--- src/rtl/sdram_chk_pkg.sv ---
// Shared types for the SDRAM command-bus checker: command encodings,
// violation codes and per-bank states.
package sdram_chk_pkg;

  // Values are {ras_n, cas_n, we_n}.
  typedef enum logic [2:0] {
    CMD_LMR = 3'b000,
    CMD_REF = 3'b001,
    CMD_PRE = 3'b010,
    CMD_ACT = 3'b011,
    CMD_WR  = 3'b100,
    CMD_RD  = 3'b101,
    CMD_BST = 3'b110,
    CMD_NOP = 3'b111
  } cmd_e;

  typedef enum logic [2:0] {
    ERR_NONE         = 3'd0,
    ERR_NOT_OPEN     = 3'd1,
    ERR_TRCD         = 3'd2,
    ERR_ALREADY_OPEN = 3'd3,
    ERR_TRP          = 3'd4,
    ERR_NOT_IDLE     = 3'd5,
    ERR_TRFC         = 3'd6,
    ERR_REF_LATE     = 3'd7
  } err_e;

  typedef enum logic [1:0] {
    BANK_IDLE,
    BANK_ACTIVATING,
    BANK_ACTIVE,
    BANK_PRECHARGING
  } bank_state_e;

  localparam int ERR_W = 7;

  // One-hot sticky bit for a code: code n maps to bit n-1.
  function automatic logic [ERR_W-1:0] err_bit(input err_e code);
    logic [ERR_W-1:0] b;
    b = '0;
    if (code != ERR_NONE) b = ERR_W'(1) << (int'(code) - 1);
    return b;
  endfunction

endpackage

--- src/rtl/sdram_bank_tracker.sv ---
// One bank's open/close state machine with its tRCD / tRP countdown.
// Only commands already judged legal are applied.
module sdram_bank_tracker
  import sdram_chk_pkg::*;
#(
  parameter int TRCD = 3,
  parameter int TRP  = 3
) (
  input  logic        clk,
  input  logic        rst_n,
  input  logic        cmd_apply,
  input  cmd_e        cmd,
  input  logic        hit,
  output bank_state_e state,
  output logic        open
);

  localparam int TMR_MAX = (TRCD > TRP) ? TRCD : TRP;
  localparam int TMR_W   = (TMR_MAX > 1) ? $clog2(TMR_MAX + 1) : 1;

  bank_state_e       state_q, state_d;
  logic [TMR_W-1:0]  timer_q, timer_d;
  logic              do_act, do_pre;

  assign do_act = cmd_apply && hit && (cmd == CMD_ACT);
  assign do_pre = cmd_apply && hit && (cmd == CMD_PRE);

  always_comb begin
    // NOTE: defaults first so every path assigns state_d/timer_d; no latch inferred.
    state_d = state_q;
    timer_d = timer_q;
    case (state_q)
      BANK_IDLE: begin
        if (do_act) begin
          if (TRCD <= 1) state_d = BANK_ACTIVE;
          else begin
            state_d = BANK_ACTIVATING;
            timer_d = TMR_W'(TRCD - 1);
          end
        end
      end
      BANK_ACTIVATING, BANK_ACTIVE: begin
        if (do_pre) begin
          if (TRP <= 1) state_d = BANK_IDLE;
          else begin
            state_d = BANK_PRECHARGING;
            timer_d = TMR_W'(TRP - 1);
          end
        end else if (state_q == BANK_ACTIVATING) begin
          // Last countdown edge: a command on the next edge is at distance TRCD.
          if (timer_q <= TMR_W'(1)) state_d = BANK_ACTIVE;
          else                      timer_d = timer_q - 1'b1;
        end
      end
      BANK_PRECHARGING: begin
        // PRE here is legal but deliberately does not restart the countdown.
        if (timer_q <= TMR_W'(1)) state_d = BANK_IDLE;
        else                      timer_d = timer_q - 1'b1;
      end
      default: state_d = BANK_IDLE;
    endcase
  end

  always_ff @(posedge clk or negedge rst_n) begin
    if (!rst_n) begin
      state_q <= BANK_IDLE;
      timer_q <= '0;
    end else begin
      // NOTE: non-blocking so every flop samples pre-edge values, independent of block order.
      state_q <= state_d;
      timer_q <= timer_d;
    end
  end

  assign state = state_q;
  assign open  = (state_q == BANK_ACTIVATING) || (state_q == BANK_ACTIVE);

endmodule

--- config.mk ---
export PLATFORM = sky130hd
export DESIGN_NAME = sdram_bank_tracker
export DESIGN_NICKNAME = d
export VERILOG_FILES = /design/src/rtl/sdram_chk_pkg.sv /design/src/rtl/sdram_bank_tracker.sv
export SDC_FILE = /design/constraint.sdc
export NUM_CORES = 1
export LEC_CHECK = 0
export ABC_AREA = 1
export CORE_AREA = 3 3 40 42
export CTS_CLUSTER_SIZE = 14
export DETAILED_ROUTE_END_ITERATION = 10
export DIE_AREA = 0 0 43 45
export GPL_TIMING_DRIVEN = 0
export SLEW_MARGIN = 20
export SYNTH_ARGS = -nofsm -noshare
export SYNTH_HDL_FRONTEND = slang
export SYNTH_SLANG_ARGS = --single-unit
--- constraint.sdc ---
create_clock -name clk -period 3.4 [get_ports clk]
set_clock_uncertainty 0.1 [all_clocks]
set_input_delay 1.02 -clock clk [delete_from_list [all_inputs] [get_ports clk]]
set_output_delay 1.02 -clock clk [all_outputs]
set_load 0.01 [all_outputs]
==> flow_summary.json <==
{
  "cpPeakStageDelay_ns": 0.57,
  "first_global_vias": 294,
  "tightest_slew_ns": 0.225,
  "ctsHoldBuffers": 0,
  "synth_seq_cells": 4,
  "finalHoldViolCount": 0,
  "first_iter_violations": 2,
  "gp_congestion": 0.732,
  "synth_area_um2": 368,
  "die_h_um": 45,
  "setup_tns_ns": 0,
  "crit_fanout": 5,
  "cts_root_buf": "clkbuf_4",
  "clk_latency_ns": 0.23,
  "hpwl_um": 528,
  "dieWidth_um": 43,
  "synth-warning-count": 0,
  "crit_slowest_cell": "clkdlybuf4s50_1",
  "syn_nets": 60,
  "cts_tree": "done",
  "fill_cells": 134,
  "antenna_left": 0,
  "cp_cell_sequence": "inv_1 -> ha_1 -> clkdlybuf4s50_1",
  "rsz0062_at_grt": "false",
  "power_density_nw_per_um2": 954,
  "fin_area_um2": 499,
  "top_layer_used": "met3",
  "io_pins": 10,
  "seq_area_frac_synth_pct": 27.2,
  "port_buffers": 9,
  "path_buf_inv": 2,
  "drv_slew": 0,
  "min_path_type": "flop to flop",
  "cts_resized": 0,
  "drc": 0,
  "initial_core_util_pct": 28.6,
  "synth_cell_types": 15,
  "placementRows": 13,
  "wl_met2_um": 262,
  "arrival_ns": 1.70,
  "drtPass1Iterations": 3,
  "wl_met3_um": 29,
  "wl_um": 646,
  "h-tree-depth": 1,
  "antenna_found_initial": 0,
  "grt_pass1_wl_um": 1220,
  "die_area_um2": 1940,
  "fmax_mhz": 355,
  "p_leak_nw": 0.256,
  "crit_path_start_kind": "flop",
  "drv_cap": 0,
  "grt_start_max_net_pins": 6,
  "netlist_instances": 47,
  "n_antenna_cell": 0,
  "cp.required_ns": 2.28,
  "area_delta_synth_final_pct": 35.7,
  "fin_crit_sh_pct": 82.9,
  "relSlewSlack_pct": 84.9,
  "critical_path_class": "flop to output pin",
  "grtUsageTotal_pct": 8.54,
  "pre_cts_ws_ns": 0.846,
  "postCtsSetupBuffers": 0,
  "fin_ws_ns": 0.581,
  "worst_setup_path_end_kind": "output pin",
  "final_common_cell": "nand2_1",
  "num_vias": 306,
  "status": "finished clean",
  "drive_above_1_share_pct": 22.0,
  "crit_family": "buffers and inverters",
  "peakVddDrop_mv": 0.428,
  "core-area_um2": 1280,
  "cts.sinks": 4,
  "setup_violations": 0,
  "clkTransAtPathRegs_ns": 0.04,
  "nets": 74,
  "viasPerCell": 4.14,
  "mostFrequentLayoutCells": "nand2_1 (10), clkdlybuf4s50_1 (9), inv_1 (7)",
  "placed_area_um2": 477,
  "clk_path_buf_depth": 2,
  "finalCriticalPeriod_ns": 2.82,
  "wl_per_cell_um": 8.73,
  "syn_avg_cell_area_um2": 7.83,
  "cts_buffers": 3,
  "grt_remaining_overflow": 0,
  "wl_met1_um": 354
}
[metal layers]
metal  up-vias  global-route usage, %
met3         0                   4.78
met5         -                      0
met1       129                   12.5
li1        171                      -
met4         0                   1.81
met2         6                   10.8
[through the flow]
step	instances	total power [W]	util [%]	hold slack, ns
after global placement	71	0.000420	37.1	0.426
after detailed placement	71	0.000420	37.1	0.420
after CTS	74	0.000485	38.9	0.431
final	74	0.000476	38.9	0.422
after floorplan	47	0.000330	-	0.392
after global routing	74	0.000539	38.9	0.487
[cell type report]
| cell class | count | area [µm²] | area share (%) |
|---|---|---|---|
| multi-input cells | 35 | 233 | 46.6 |
| flip-flops and latches | 4 | 100 | 20.1 |
| repair buffers | 9 | 90.1 | 18.0 |
| inverters | 8 | 35.0 | 7.02 |
| clock buffers | 3 | 22.5 | 4.51 |
| well taps | 15 | 18.8 | 3.76 |
[registers in the layout, summed over array words and instances (netlist names)]
signal / cells
state: 2
timer_q: 2
[worst min-delay path, cell delays in order (launching register included)]
cell and delay [ns]:
dfrtp_1 0.38, nand2_1 0.06, nand2_1 0.05
[synth_stat cells]
master,n,area [µm²]
nand2_1,10,37.5
inv_1,7,26.3
ha_1,6,75.1
dfrtp_1,4,100
nand2_2,4,25.0
nand2_4,2,22.5
nand3_1,2,10.0
nor2_1,2,7.51
nor2_2,2,12.5
o21ai_0,2,10.0
o21ai_1,2,10.0
a21oi_1,1,5.00
clkinv_4,1,8.76
nand3_2,1,10.0
nand3b_1,1,7.51
[kinds of logic after synthesis]
group | count (synthesis) | share of synthesized area, %
buffers and inverters | 8 | 9.53
and+or+nand+nor | 24 | 36.1
AOI/OAI and AO/OA | 5 | 6.80
adders and majority gates | 6 | 20.4
DFF | 4 | 27.2
[path summary, 6_finish.rpt]
check,from,to,slack [ns],cells past startpoint
max,state[0]$_DFFE_PN0P_,open,0.58,3
min,state[1]$_DFFE_PN0P_,state[1]$_DFFE_PN0P_,0.42,2
max reg2reg,state[0]$_DFFE_PN0P_,timer_q[1]$_DFFE_PN0P_,1.81,8
min reg2reg,state[1]$_DFFE_PN0P_,state[1]$_DFFE_PN0P_,0.42,2
max in group asynchronous,rst_n,timer_q[0]$_DFFE_PN0P_,2.16,1
min in group asynchronous,rst_n,state[0]$_DFFE_PN0P_,0.88,1
[power by group]
part	leakage [nW]	internal, W	switching [W]
clock	0.0138	0.0000395	0.0000197
combinational	0.191	0.000140	0.000187
sequential	0.0507	0.0000703	0.0000198
total	0.256	0.000250	0.000227
(Power assumes the default switching activity.)
